[config.mk]
export PLATFORM = sky130hd
export DESIGN_NAME = vga_console_writer_flat
export DESIGN_NICKNAME = d
export VERILOG_FILES = /design/src/rtl/vga_console_writer_if.sv /design/src/rtl/vga_console_writer.sv /design/src/flat_wrapper.sv
export SDC_FILE = /design/constraint.sdc
export NUM_CORES = 1
export LEC_CHECK = 0
export CORE_MARGIN = 1
export CORE_UTILIZATION = 54
export DETAILED_ROUTE_END_ITERATION = 8
export PLACE_DENSITY = 0.81
export SLEW_MARGIN = 20
export SYNTH_ARGS = -nofsm -noshare
export SYNTH_HDL_FRONTEND = slang
export SYNTH_SLANG_ARGS = --single-unit
[constraint.sdc]
create_clock -name sys_clk -period 3.9 [get_ports sys_clk]
set_clock_uncertainty 0.2 [all_clocks]
set_input_delay 0.585 -clock sys_clk [delete_from_list [all_inputs] [get_ports sys_clk]]
set_output_delay 0.585 -clock sys_clk [all_outputs]
set_load 0.02 [all_outputs]
[src/rtl/vga_console_writer_if.sv]
// Character stream, char-RAM ports and cursor/status of the console writer.
// master = the writer itself; slave = character source plus char RAM.
interface vga_console_writer_if;
  logic        ch_valid;
  logic [6:0]  ch_data;
  logic        ch_ready;
  logic        vram_we;
  logic [12:0] vram_wa;
  logic [6:0]  vram_wd;
  logic [12:0] vram_ra;
  logic [6:0]  vram_rd;
  logic [5:0]  cursor_row;
  logic [6:0]  cursor_col;
  logic        busy;

  modport master (
    input  ch_valid, ch_data, vram_rd,
    output ch_ready, vram_we, vram_wa, vram_wd, vram_ra,
           cursor_row, cursor_col, busy
  );

  modport slave (
    output ch_valid, ch_data, vram_rd,
    input  ch_ready, vram_we, vram_wa, vram_wd, vram_ra,
           cursor_row, cursor_col, busy
  );
endinterface

[src/rtl/vga_console_writer.sv]
// Text-console writer: ASCII stream -> 80x60 char-RAM writes with cursor,
// CR/LF/BS/FF handling, full clear and one-row scroll through the read port.
module vga_console_writer #(
  parameter int          COLS  = 80,
  parameter int          ROWS  = 60,
  parameter logic [6:0]  BLANK = 7'h20
) (
  input  logic                 sys_clk,
  input  logic                 clrn,
  vga_console_writer_if.master bus
);

  localparam logic [12:0] COLS13    = 13'(COLS);
  localparam logic [12:0] LAST      = 13'(COLS*ROWS - 1);
  localparam logic [12:0] COPY_LAST = 13'((ROWS-1)*COLS - 1);
  localparam logic [6:0]  COL_MAX   = 7'(COLS - 1);
  localparam logic [5:0]  ROW_MAX   = 6'(ROWS - 1);

  typedef enum logic [1:0] {IDLE, CLEAR, SCROLL_COPY, SCROLL_CLEAR} state_t;

  state_t      state_q, state_d;
  logic [12:0] counter_q, counter_d;
  logic [5:0]  row_q, row_d;
  logic [6:0]  col_q, col_d;
  logic        we_q, we_d;
  logic [12:0] wa_q, wa_d;
  logic [6:0]  wd_q, wd_d;
  logic [12:0] cur_addr;
  logic        adv;

  assign cur_addr = {7'd0, row_q} * COLS13 + {6'd0, col_q};

  always_ff @(posedge sys_clk or negedge clrn) begin
    if (!clrn) begin
      state_q   <= CLEAR;
      counter_q <= '0;
      row_q     <= '0;
      col_q     <= '0;
      we_q      <= 1'b0;
      wa_q      <= '0;
      wd_q      <= '0;
    end else begin
      state_q   <= state_d;
      counter_q <= counter_d;
      row_q     <= row_d;
      col_q     <= col_d;
      we_q      <= we_d;
      wa_q      <= wa_d;
      wd_q      <= wd_d;
    end
  end

  always_comb begin
    state_d   = state_q;
    counter_d = counter_q;
    row_d     = row_q;
    col_d     = col_q;
    we_d      = 1'b0;
    wa_d      = wa_q;
    wd_d      = wd_q;
    adv       = 1'b0;
    case (state_q)
      IDLE: begin
        if (bus.ch_valid) begin
          if (bus.ch_data >= 7'h20 && bus.ch_data <= 7'h7E) begin
            we_d = 1'b1;
            wa_d = cur_addr;
            wd_d = bus.ch_data;
            if (col_q == COL_MAX) begin
              col_d = '0;
              adv   = 1'b1;
            end else begin
              col_d = col_q + 7'd1;
            end
          end else if (bus.ch_data == 7'h0D) begin
            col_d = '0;
          end else if (bus.ch_data == 7'h0A) begin
            col_d = '0;
            adv   = 1'b1;
          end else if (bus.ch_data == 7'h08) begin
            // row*COLS+col-1 is the blanked cell in both the same-row and wrap cases
            if (col_q != 7'd0) begin
              col_d = col_q - 7'd1;
              we_d  = 1'b1;
              wa_d  = cur_addr - 13'd1;
              wd_d  = BLANK;
            end else if (row_q != 6'd0) begin
              row_d = row_q - 6'd1;
              col_d = COL_MAX;
              we_d  = 1'b1;
              wa_d  = cur_addr - 13'd1;
              wd_d  = BLANK;
            end
          end else if (bus.ch_data == 7'h0C) begin
            row_d     = '0;
            col_d     = '0;
            counter_d = '0;
            state_d   = CLEAR;
          end
          if (adv) begin
            if (row_q != ROW_MAX) begin
              row_d = row_q + 6'd1;
            end else begin
              col_d     = '0;
              counter_d = '0;
              state_d   = SCROLL_COPY;
            end
          end
        end
      end
      CLEAR: begin
        we_d = 1'b1;
        wa_d = counter_q;
        wd_d = BLANK;
        if (counter_q == LAST) begin
          counter_d = '0;
          state_d   = IDLE;
        end else begin
          counter_d = counter_q + 13'd1;
        end
      end
      SCROLL_COPY: begin
        // read runs one row ahead of the write, so sources are never overwritten first
        we_d      = 1'b1;
        wa_d      = counter_q;
        wd_d      = bus.vram_rd;
        counter_d = counter_q + 13'd1;
        if (counter_q == COPY_LAST) state_d = SCROLL_CLEAR;
      end
      SCROLL_CLEAR: begin
        we_d = 1'b1;
        wa_d = counter_q;
        wd_d = BLANK;
        if (counter_q == LAST) begin
          counter_d = '0;
          state_d   = IDLE;
        end else begin
          counter_d = counter_q + 13'd1;
        end
      end
      default: state_d = CLEAR;
    endcase
  end

  assign bus.ch_ready   = (state_q == IDLE);
  assign bus.busy       = (state_q != IDLE);
  assign bus.vram_we    = we_q;
  assign bus.vram_wa    = wa_q;
  assign bus.vram_wd    = wd_q;
  assign bus.vram_ra    = (state_q == SCROLL_COPY) ? counter_q + COLS13 : 13'd0;
  assign bus.cursor_row = row_q;
  assign bus.cursor_col = col_q;

endmodule
[src/flat_wrapper.sv]
// flat-port wrapper written by rule: the top's interface ports become plain ports
module vga_console_writer_flat 
#(
  parameter int          COLS  = 80,
  parameter int          ROWS  = 60,
  parameter logic [6:0]  BLANK = 7'h20
)
  (sys_clk, clrn, bus_ch_valid, bus_ch_data, bus_vram_rd, bus_ch_ready, bus_vram_we, bus_vram_wa, bus_vram_wd, bus_vram_ra, bus_cursor_row, bus_cursor_col, bus_busy);
  vga_console_writer_if bus_i ();
  input  logic sys_clk;
  input  logic clrn;
  input wire logic [$bits(bus_i.ch_valid)-1:0] bus_ch_valid;
  input wire logic [$bits(bus_i.ch_data)-1:0] bus_ch_data;
  input wire logic [$bits(bus_i.vram_rd)-1:0] bus_vram_rd;
  output wire logic [$bits(bus_i.ch_ready)-1:0] bus_ch_ready;
  output wire logic [$bits(bus_i.vram_we)-1:0] bus_vram_we;
  output wire logic [$bits(bus_i.vram_wa)-1:0] bus_vram_wa;
  output wire logic [$bits(bus_i.vram_wd)-1:0] bus_vram_wd;
  output wire logic [$bits(bus_i.vram_ra)-1:0] bus_vram_ra;
  output wire logic [$bits(bus_i.cursor_row)-1:0] bus_cursor_row;
  output wire logic [$bits(bus_i.cursor_col)-1:0] bus_cursor_col;
  output wire logic [$bits(bus_i.busy)-1:0] bus_busy;
  assign bus_i.ch_valid = bus_ch_valid;
  assign bus_i.ch_data = bus_ch_data;
  assign bus_i.vram_rd = bus_vram_rd;
  assign bus_ch_ready = bus_i.ch_ready;
  assign bus_vram_we = bus_i.vram_we;
  assign bus_vram_wa = bus_i.vram_wa;
  assign bus_vram_wd = bus_i.vram_wd;
  assign bus_vram_ra = bus_i.vram_ra;
  assign bus_cursor_row = bus_i.cursor_row;
  assign bus_cursor_col = bus_i.cursor_col;
  assign bus_busy = bus_i.busy;
  vga_console_writer #(.COLS(COLS), .ROWS(ROWS), .BLANK(BLANK)) u_core (.sys_clk(sys_clk), .clrn(clrn), .bus(bus_i));
endmodule
==> results of run 1 <==
[registers in the layout (all words and copies together) (netlist names)]
signal / cells
u_core.state_q: 2
u_core.bus.cursor_col: 7
u_core.counter_q: 13
u_core.bus.vram_wd: 7
u_core.bus.cursor_row: 6
u_core.bus.vram_we: 1
u_core.bus.vram_wa: 13
[report_power, final]
part | leakage (nW) | total [mW] | internal [mW] | switching [mW]
clock network | 0.0585 | 0.385 | 0.209 | 0.176
logic | 1.22 | 0.0838 | 0.0359 | 0.0478
registers | 0.594 | 0.513 | 0.511 | 0.00190
total | 1.87 | 0.982 | 0.757 | 0.226
[stage by stage]
step                      utilization  total power [mW]  std cells
final                          0.6964            0.9823        663
after detailed placement       0.6796            0.6069        655
after global placement         0.6796            0.6059        655
after floorplan                     -            0.5584        508
after global routing           0.6964             1.012        663
after CTS                      0.6964            0.9823        663
[Yosys cell counts (all sizes together) (4+ instances only)]
| library cell | n |
|---|---|
| a21oi | 46 |
| a31oi | 9 |
| xor2 | 8 |
| nand2 | 59 |
| inv | 14 |
| and2 | 11 |
| xnor2 | 13 |
| and3 | 10 |
| nor2b | 4 |
| dfrtp | 48 |
| and3b | 5 |
| clkbuf | 28 |
| o21ai | 56 |
| nand3 | 17 |
| nand4 | 11 |
| nor2 | 49 |
| or3 | 9 |
| o31ai | 11 |
| ha | 19 |
| nand2b | 4 |
| nor3 | 12 |
| nor4 | 6 |
[logic make-up (layout without fill, tap and decap cells)]
group                    Yosys count  after routing  synth area share
AND/OR/NAND/NOR                  217            217            0.2895
AO/OA/AOI/OAI                    153            153            0.2337
flip-flops                        49             49            0.3110
buffers and inverters             45            104           0.04375
adder cells (fa/ha/maj)           21             21           0.07039
XOR/XNOR                          21             21           0.04661
multiplexers                       2              2          0.005073
[area by class of cell]
cell class              count  area [um^2]
fillers                   603         2108
flip-flops and latches     49         1227
clock inverters             1        30.03
well taps                  96        120.1
inverters                  14        52.55
clock buffers               7        86.33
multi-input cells         414         2546
repair buffers             82        773.2
[per-layer routing]
layer / vias to the layer above / routed length, um / global-route usage
li1: 1951 / - / -
met5: - / 0 / 0
met2: 201 / 5227 / 0.4886
met3: 16 / 892 / 0.04834
met1: 1927 / 4896 / 0.4335
met4: 0 / 164 / 0.08793
[worst max-delay path, cell delays in order (launching register included)]
cell	delay, ns
sky130_fd_sc_hd__dfrtp_1	0.53
sky130_fd_sc_hd__ha_1	0.27
sky130_fd_sc_hd__ha_1	0.21
sky130_fd_sc_hd__fa_1	0.55
sky130_fd_sc_hd__nand2_1	0.08
sky130_fd_sc_hd__and3b_1	0.24
sky130_fd_sc_hd__nor4b_1	0.31
sky130_fd_sc_hd__xor2_1	0.27
sky130_fd_sc_hd__nor3_1	0.10
sky130_fd_sc_hd__xor2_1	0.16
sky130_fd_sc_hd__a221o_1	0.33
[worst max-delay path by stage]
stage,start,to,slack [ns],cells after the start
final,u_core.bus.cursor_row[0],u_core.bus.vram_wa[12],0.54,10
after global routing,u_core.bus.cursor_row[2],u_core.bus.vram_wa[1],0.28,9
after CTS,u_core.bus.cursor_row[0],u_core.bus.vram_wa[12],0.53,10
after detailed placement,bus_ch_data[6],u_core.bus.vram_wa[7],0.30,9
after global placement,bus_ch_data[6],u_core.bus.vram_wa[2],0.40,9
after floorplan,u_core.bus.cursor_row[1],u_core.bus.vram_wa[12],0.69,10
[cells in the final DEF, fill, tap and decap left out, types with 3 or more instances in the layout]
| master | count |
|---|---|
| sky130_fd_sc_hd__o31ai_1 | 11 |
| sky130_fd_sc_hd__inv_1 | 14 |
| sky130_fd_sc_hd__or2_2 | 3 |
| sky130_fd_sc_hd__nor3b_1 | 3 |
| sky130_fd_sc_hd__and3_1 | 10 |
| sky130_fd_sc_hd__a21o_1 | 3 |
| sky130_fd_sc_hd__clkdlybuf4s50_1 | 64 |
| sky130_fd_sc_hd__dfrtp_1 | 48 |
| sky130_fd_sc_hd__nor2b_1 | 4 |
| sky130_fd_sc_hd__nand3_1 | 17 |
| sky130_fd_sc_hd__a21oi_1 | 46 |
| sky130_fd_sc_hd__nor4b_1 | 3 |
| sky130_fd_sc_hd__clkbuf_8 | 6 |
| sky130_fd_sc_hd__nor2_1 | 49 |
| sky130_fd_sc_hd__buf_4 | 17 |
| sky130_fd_sc_hd__nor4_1 | 3 |
| sky130_fd_sc_hd__nand2b_1 | 4 |
| sky130_fd_sc_hd__nor3_1 | 12 |
| sky130_fd_sc_hd__and3b_1 | 5 |
| sky130_fd_sc_hd__a31oi_1 | 9 |
| sky130_fd_sc_hd__nand2_1 | 59 |
| sky130_fd_sc_hd__o32ai_1 | 3 |
| sky130_fd_sc_hd__ha_1 | 19 |
| sky130_fd_sc_hd__o21ai_0 | 53 |
| sky130_fd_sc_hd__or3_1 | 8 |
| sky130_fd_sc_hd__nand4_1 | 11 |
| sky130_fd_sc_hd__xnor2_1 | 13 |
| sky130_fd_sc_hd__and2_1 | 11 |
| sky130_fd_sc_hd__xor2_1 | 8 |
==> report_table.html, run 1 <==
<table>
<tr><th>Metric</th><th>Value</th></tr>
<tr><th colspan="2">Run status</th></tr>
<tr><td>Status</td><td>finished, final reports clean</td></tr>
<tr><th colspan="2">Critical path</th></tr>
<tr><td>Internal reg-to-reg setup slack</td><td>between 0.5 and 0.6 ns</td></tr>
<tr><td>Req. time, crit path</td><td>just under 4 ns</td></tr>
<tr><td>Type of the worst setup path</td><td>flop to flop</td></tr>
<tr><td>RR Endpoint</td><td>u_core.bus.vram_wa[12]</td></tr>
<tr><td>Worst Setup End Kind</td><td>flop</td></tr>
<tr><td>Critical-path maximum fanout</td><td>10</td></tr>
<tr><td>CP Launch Type</td><td>flop</td></tr>
<tr><td>FF-to-FF Start</td><td>u_core.bus.cursor_row[0]</td></tr>
<tr><td>Data arrival time at the worst-slack endpoint</td><td>3.35 ns</td></tr>
<tr><td>Depth of the worst register-to-register path</td><td>10</td></tr>
<tr><th colspan="2">Synthesis</th></tr>
<tr><td>Post-synthesis cell area</td><td>~0.004 mm^2</td></tr>
<tr><td>Net count of the mapped netlist</td><td>approximately 550</td></tr>
<tr><td>Synth unique cells</td><td>63</td></tr>
<tr><td>Top cell type by total area after synthesis</td><td>sky130_fd_sc_hd__dfrtp_1</td></tr>
<tr><td>Predominant post-synthesis flop cell</td><td>sky130_fd_sc_hd__dfrtp_1</td></tr>
<tr><td>Number of synthesized register bits</td><td>49</td></tr>
<tr><td>Biggest area contributors in the synthesized netlist</td><td>sky130_fd_sc_hd__dfrtp_1 30%, sky130_fd_sc_hd__o21ai_0 6.7%, sky130_fd_sc_hd__ha_1 6.0%</td></tr>
<tr><td>Number of enable-type register cells in the synthesized netlist</td><td>0</td></tr>
<tr><td>Count of yosys warnings during synthesis</td><td>0</td></tr>
<tr><td>Post-synthesis instance total</td><td>approximately 510</td></tr>
<tr><td>Synthesized area per cell</td><td>7.768 um^2</td></tr>
<tr><td>Seq/Total Area, Yosys</td><td>0.3110</td></tr>
<tr><td>Proportion of netlist area held by the largest area contributor</td><td>0.3044</td></tr>
<tr><td>Post-synth ARST share</td><td>1.000</td></tr>
<tr><th colspan="2">Clocking</th></tr>
<tr><td>Clock-pin slew reported for the worst setup and hold paths after clock tree synthesis</td><td>roughly 0.10 ns</td></tr>
<tr><td>Clock Latency Late Sink</td><td>0.30 ns</td></tr>
<tr><td>Root cell of the clock tree</td><td>sky130_fd_sc_hd__clkbuf_8</td></tr>
<tr><td>Clock tree from TritonCTS</td><td>built</td></tr>
<tr><td># H-tree levels</td><td>2</td></tr>
<tr><td>Hold_buf cts</td><td>0</td></tr>
<tr><td>Post-CTS setup-driven buffer insertion count</td><td>0</td></tr>
<tr><td>Inserted Clock Buffers</td><td>5</td></tr>
<tr><td>Maximum clock insertion buffer count</td><td>2</td></tr>
<tr><td>CTS-repair resized insts</td><td>0</td></tr>
<tr><td>Clk sink count</td><td>49</td></tr>
<tr><th colspan="2">Timing</th></tr>
<tr><td>Setup repair after global routing missed its margin</td><td>no</td></tr>
<tr><td>WHS</td><td>0.004288 ns</td></tr>
<tr><td>Setup TNS</td><td>0 ns</td></tr>
<tr><td>Setup slack of the critical path after layout</td><td>around 0.54 ns</td></tr>
<tr><td>Max Fclk</td><td>a little under 300 MHz</td></tr>
<tr><td>Final-report max-slew violation count</td><td>0</td></tr>
<tr><td>Shortest clock period the worst path allows after layout</td><td>3.356 ns</td></tr>
<tr><td>Number of endpoints with negative hold slack in the final report</td><td>0</td></tr>
<tr><td>Max-slew headroom at the worst pin</td><td>0.3865</td></tr>
<tr><td>Part of the cycle the worst path needs</td><td>0.8605</td></tr>
<tr><td>Pin slew with the least headroom to its limit</td><td>just over 0.9 ns</td></tr>
<tr><td>Setup violation total in the final timing report</td><td>0</td></tr>
<tr><th colspan="2">Die</th></tr>
<tr><td>Count of boundary I/O pins</td><td>66</td></tr>
<tr><td>Initial Util</td><td>0.5683</td></tr>
<tr><td>Number of rows created at floorplan</td><td>30</td></tr>
<tr><td>Width of the die</td><td>roughly 87 um</td></tr>
<tr><td>CORE AREA</td><td>approximately 0.0069 mm^2</td></tr>
<tr><td>Chip Height</td><td>between 80 and 90 um</td></tr>
<tr><td>Die area</td><td>around 0.0077 mm^2</td></tr>
<tr><th colspan="2">Power and ir drop</th></tr>
<tr><td>P per Cell Area</td><td>roughly 200 mW/mm^2</td></tr>
<tr><td>Leakage dissipation</td><td>between 1.5 and 2 nW</td></tr>
<tr><td>Worst IR Drop VDD</td><td>roughly 0.14 mV</td></tr>
<tr><th colspan="2">Routing</th></tr>
<tr><td>Via count</td><td>4,095</td></tr>
<tr><td>Routed wirelength normalized by instance count</td><td>approximately 17 um</td></tr>
<tr><td>Number of iterations in the first detailed-routing pass</td><td>5</td></tr>
<tr><td>Final routed DRC violation total</td><td>0</td></tr>
<tr><td>Antenna-violating nets left</td><td>0</td></tr>
<tr><td>Total wire length</td><td>about 11 mm</td></tr>
<tr><td>Number of DRC markers in iteration 0</td><td>between 400 and 500</td></tr>
<tr><td>Via-to-Cell Ratio</td><td>6.176</td></tr>
<tr><th colspan="2">Placed design</th></tr>
<tr><td>Placed standard-cell area</td><td>0.004720 mm^2</td></tr>
<tr><td>Detailed placement HPWL</td><td>between 8 and 9 mm</td></tr>
<tr><td>Pre-CTS WS</td><td>approximately 0.3 ns</td></tr>
<tr><td>Count of input and output buffers</td><td>65</td></tr>
<tr><td>Final RePlAce weighted congestion</td><td>between 1 and 1.5</td></tr>
<tr><th colspan="2">Finish</th></tr>
<tr><td>Ratio of cells with drive above 1 in the final layout</td><td>0.06702</td></tr>
<tr><td>Ant diodes</td><td>0</td></tr>
<tr><td>Post-layout nets</td><td>roughly 600</td></tr>
<tr><td>Layout overhead on the synthesized area</td><td>22.54%</td></tr>
<tr><td>Final instance area</td><td>slightly below 0.005 mm^2</td></tr>
<tr><th colspan="2">Global routing</th></tr>
<tr><td>Vias in the first global route</td><td>3,748</td></tr>
<tr><td>Total routing resource utilization after global routing</td><td>0.3078</td></tr>
<tr><td>Antenna violations before repair</td><td>0</td></tr>
<tr><td>Global-route wire length before repair</td><td>roughly 18 mm</td></tr>
<tr><td>Pin count of the biggest net entering global routing</td><td>34</td></tr>
<tr><td>Total overflow reported by the global router</td><td>0</td></tr>
<tr><th colspan="2">Run</th></tr>
<tr><td>Max-cap check violation count</td><td>0</td></tr>
<tr><th colspan="2">Hold path</th></tr>
<tr><td>Min-delay worst type</td><td>primary input to async pin</td></tr>
</table>
Power figures use the tool's default switching activity.
==> run 2: changes to the inputs <==
--- a/config.mk
+++ b/config.mk
@@ -11,2 +11,4 @@
 export PLACE_DENSITY = 0.81
+export RECOVER_POWER = 25
+export SETUP_SLACK_MARGIN = 0.2
 export SLEW_MARGIN = 20
==> constraint.sdc (replaced) <==
create_clock -name sys_clk -period 3.9 [get_ports sys_clk]
set_clock_uncertainty 0.2 [all_clocks]
set_input_delay 1.17 -clock sys_clk [delete_from_list [all_inputs] [get_ports sys_clk]]
set_output_delay 1.17 -clock sys_clk [all_outputs]
set_load 0.02 [all_outputs]
==> run 2 against run 1 <==
Net effect:
- first-iteration DRC count is 3.4% higher
- via count rose by 0.27%
- clock power is 5% lower
- critical path depth shrank 3
- sequential share of layout area down 0.19 points
==> report_table.html, run 2 (synthesis gave the netlist of run 1 again) <==
<table>
<tr><th>Metric</th><th>Value</th></tr>
<tr><th colspan="2">Power and ir drop</th></tr>
<tr><td>Power consumption</td><td>about 0.97 mW</td></tr>
<tr><td>Worst IR Drop VDD</td><td>0.1641 mV</td></tr>
<tr><td>Leakage dissipation</td><td>roughly 1.9 nW</td></tr>
<tr><td>P per Cell Area</td><td>just under 200 mW/mm^2</td></tr>
<tr><th colspan="2">Critical path</th></tr>
<tr><td>Depth of the worst register-to-register path</td><td>10</td></tr>
<tr><td>CP Launch Type</td><td>primary input</td></tr>
<tr><td>Data arrival time at the worst-slack endpoint</td><td>roughly 3.5 ns</td></tr>
<tr><td>Internal reg-to-reg setup slack</td><td>0.56 ns</td></tr>
<tr><td>RR Endpoint</td><td>u_core.bus.vram_wa[12]</td></tr>
<tr><td>Type of the worst setup path</td><td>primary input to flop</td></tr>
<tr><td>FF-to-FF Start</td><td>u_core.bus.cursor_row[0]</td></tr>
<tr><td>Req. time, crit path</td><td>3.87 ns</td></tr>
<tr><td>Worst Setup End Kind</td><td>flop</td></tr>
<tr><td>Critical-path maximum fanout</td><td>12</td></tr>
<tr><th colspan="2">Routing</th></tr>
<tr><td>Antenna-violating nets left</td><td>0</td></tr>
<tr><td>Via count</td><td>roughly 4,100</td></tr>
<tr><td>Routed wirelength normalized by instance count</td><td>between 15 and 20 um</td></tr>
<tr><td>Total wire length</td><td>11.50 mm</td></tr>
<tr><td>Via-to-Cell Ratio</td><td>a little over 6</td></tr>
<tr><td>Number of DRC markers in iteration 0</td><td>451</td></tr>
<tr><td>Final routed DRC violation total</td><td>0</td></tr>
<tr><td>Number of iterations in the first detailed-routing pass</td><td>5</td></tr>
<tr><th colspan="2">Global routing</th></tr>
<tr><td>Global-route wire length before repair</td><td>~19 mm</td></tr>
<tr><td>Vias in the first global route</td><td>about 3,800</td></tr>
<tr><td>Pin count of the biggest net entering global routing</td><td>50</td></tr>
<tr><td>Total overflow reported by the global router</td><td>0</td></tr>
<tr><td>Antenna violations before repair</td><td>0</td></tr>
<tr><td>Total routing resource utilization after global routing</td><td>0.3132</td></tr>
<tr><th colspan="2">Finish</th></tr>
<tr><td>Post-Route Utilization</td><td>0.7038</td></tr>
<tr><td>Ratio of cells with drive above 1 in the final layout</td><td>0.08726</td></tr>
<tr><td>Commonest non-fill, non-tap cells in the layout</td><td>62 x sky130_fd_sc_hd__clkdlybuf4s50_1, 59 x sky130_fd_sc_hd__nand2_1, 52 x sky130_fd_sc_hd__o21ai_0</td></tr>
<tr><td>Final instance area</td><td>around 0.0049 mm^2</td></tr>
<tr><td>Filler-free cell count of the finished design</td><td>~670</td></tr>
<tr><td>Post-layout nets</td><td>just over 600</td></tr>
<tr><td>Ant diodes</td><td>0</td></tr>
<tr><td>Layout overhead on the synthesized area</td><td>23.84%</td></tr>
<tr><td>Leading cell type in the layout, fill and taps excluded</td><td>sky130_fd_sc_hd__clkdlybuf4s50_1</td></tr>
<tr><th colspan="2">Timing</th></tr>
<tr><td>Shortest clock period the worst path allows after layout</td><td>approximately 3.6 ns</td></tr>
<tr><td>Pin slew with the least headroom to its limit</td><td>~1.2 ns</td></tr>
<tr><td>Max-slew headroom at the worst pin</td><td>0.1723</td></tr>
<tr><td>Setup repair after global routing missed its margin</td><td>no</td></tr>
<tr><td>Setup TNS</td><td>0 ns</td></tr>
<tr><td>Final-report max-slew violation count</td><td>0</td></tr>
<tr><td>WHS</td><td>between 0.2 and 0.3 ns</td></tr>
<tr><td>Setup slack of the critical path after layout</td><td>0.3262 ns</td></tr>
<tr><td>Part of the cycle the worst path needs</td><td>0.9163</td></tr>
<tr><td>Number of endpoints with negative hold slack in the final report</td><td>0</td></tr>
<tr><td>Max Fclk</td><td>approximately 280 MHz</td></tr>
<tr><td>Setup violation total in the final timing report</td><td>0</td></tr>
<tr><th colspan="2">Placed design</th></tr>
<tr><td>Placed insts</td><td>~660</td></tr>
<tr><td>Count of input and output buffers</td><td>between 60 and 70</td></tr>
<tr><td>Pre-CTS WS</td><td>around 0.028 ns</td></tr>
<tr><td>Placed standard-cell area</td><td>about 0.0048 mm^2</td></tr>
<tr><td>Final RePlAce weighted congestion</td><td>roughly 0.9</td></tr>
<tr><td>Detailed placement HPWL</td><td>between 8 and 9 mm</td></tr>
<tr><th colspan="2">Die</th></tr>
<tr><td>Initial Util</td><td>0.5683</td></tr>
<tr><td>Die area</td><td>between 0.007 and 0.008 mm^2</td></tr>
<tr><td>CORE AREA</td><td>between 0.006 and 0.007 mm^2</td></tr>
<tr><td>Chip Height</td><td>~87 um</td></tr>
<tr><td>Number of rows created at floorplan</td><td>30</td></tr>
<tr><td>Count of boundary I/O pins</td><td>66</td></tr>
<tr><td>Width of the die</td><td>about 87 um</td></tr>
<tr><th colspan="2">Hold path</th></tr>
<tr><td>Worst hold endpoint</td><td>u_core.bus.vram_wd[0]</td></tr>
<tr><td>Cell depth of the worst min-delay path</td><td>2</td></tr>
<tr><td>Min-delay worst type</td><td>flop to flop</td></tr>
<tr><td>Beginning of the worst hold path</td><td>u_core.bus.vram_wd[0]</td></tr>
<tr><th colspan="2">Clocking</th></tr>
<tr><td>Inserted Clock Buffers</td><td>5</td></tr>
<tr><td># H-tree levels</td><td>2</td></tr>
<tr><td>Hold_buf cts</td><td>0</td></tr>
<tr><td>Maximum clock insertion buffer count</td><td>2</td></tr>
<tr><td>Clock tree from TritonCTS</td><td>built</td></tr>
<tr><td>Clock Latency Late Sink</td><td>about 0.30 ns</td></tr>
<tr><td>Post-CTS setup-driven buffer insertion count</td><td>0</td></tr>
<tr><td>Root cell of the clock tree</td><td>sky130_fd_sc_hd__clkbuf_8</td></tr>
<tr><td>Clk sink count</td><td>a little under 50</td></tr>
<tr><td>Clock-pin slew reported for the worst setup and hold paths after clock tree synthesis</td><td>0.09 ns</td></tr>
<tr><th colspan="2">Run</th></tr>
<tr><td>Max-cap check violation count</td><td>0</td></tr>
<tr><th colspan="2">Run status</th></tr>
<tr><td>Status</td><td>finished, final reports clean</td></tr>
</table>
==> run 2: cell count changes in the layout (fill, tap and decap cells not counted), sizes merged <==
| cell | before | now |
|---|---|---|
| buf | 18 | 23 |
| dlymetal6s2s | 0 | 1 |
| clkdlybuf4s50 | 64 | 62 |
| dlygate4sd2 | 0 | 1 |
| clkinv | 0 | 1 |
==> run 2: how the worst max path moves through the flow <==
| stage | startpoint | endpoint | slack, ns | cells after the start |
|---|---|---|---|---|
| 2_1_floorplan | bus_ch_data[6] | u_core.bus.cursor_row[1] | 0.50 | 7 |
| 6_report | bus_ch_data[5] | u_core.counter_q[8] | 0.33 | 7 |
| 3_3_place_gp | bus_ch_data[6] | u_core.bus.cursor_row[1] | 0.09 | 7 |
| 3_5_place_dp | bus_ch_data[3] | u_core.counter_q[8] | 0.03 | 7 |
| 4_1_cts | u_core.counter_q[5] | bus_vram_ra[10] | 0.21 | 5 |
| 5_1_grt | bus_ch_data[3] | u_core.counter_q[5] | 0.19 | 7 |
==> run 2: metal layers <==
layer	track usage	wire, um	share of wire	up-vias
li1	-	-	-	1963
met1	0.4321	5014	0.44	1945
met2	0.5192	5526	0.48	187
met3	0.04455	860	0.075	11
met4	0.07004	101	0.0088	0
met5	0	0	0	-
==> run 2: cell type report <==
| class | instances | area [um^2] |
|---|---|---|
| multi-input cells | 414 | 2556 |
| clock inverters | 2 | 35.03 |
| well taps | 96 | 120.1 |
| clock buffers | 6 | 72.57 |
| repair buffers | 88 | 819.5 |
| flip-flops and latches | 49 | 1231 |
| fillers | 575 | 2057 |
| inverters | 14 | 52.55 |
==> run 2: timing repair <==
action | 4_1_cts | 5_1_grt
cloned | 0 | 0
setup endpoints to repair | 2 | 14
hold endpoints to repair | 0 | 0
pin swaps | 0 | 0
resized for setup | 3 | 6
==> run 2: power by group <==
| group | switching (mW) | leakage (nW) | internal (mW) |
|---|---|---|---|
| combinational | 0.0488 | 1.27 | 0.0386 |
| sequential | 0.00185 | 0.590 | 0.511 |
| clock | 0.175 | 0.0552 | 0.191 |
==> run 2: critical path, stage by stage <==
cell and delay (ns):
sky130_fd_sc_hd__clkdlybuf4s50_1 0.44, sky130_fd_sc_hd__or4b_1 0.63, sky130_fd_sc_hd__or2_2 0.36, sky130_fd_sc_hd__o32ai_1 0.26, sky130_fd_sc_hd__a21oi_2 0.26, sky130_fd_sc_hd__o21ai_0 0.28
sky130_fd_sc_hd__o21ai_0 0.14
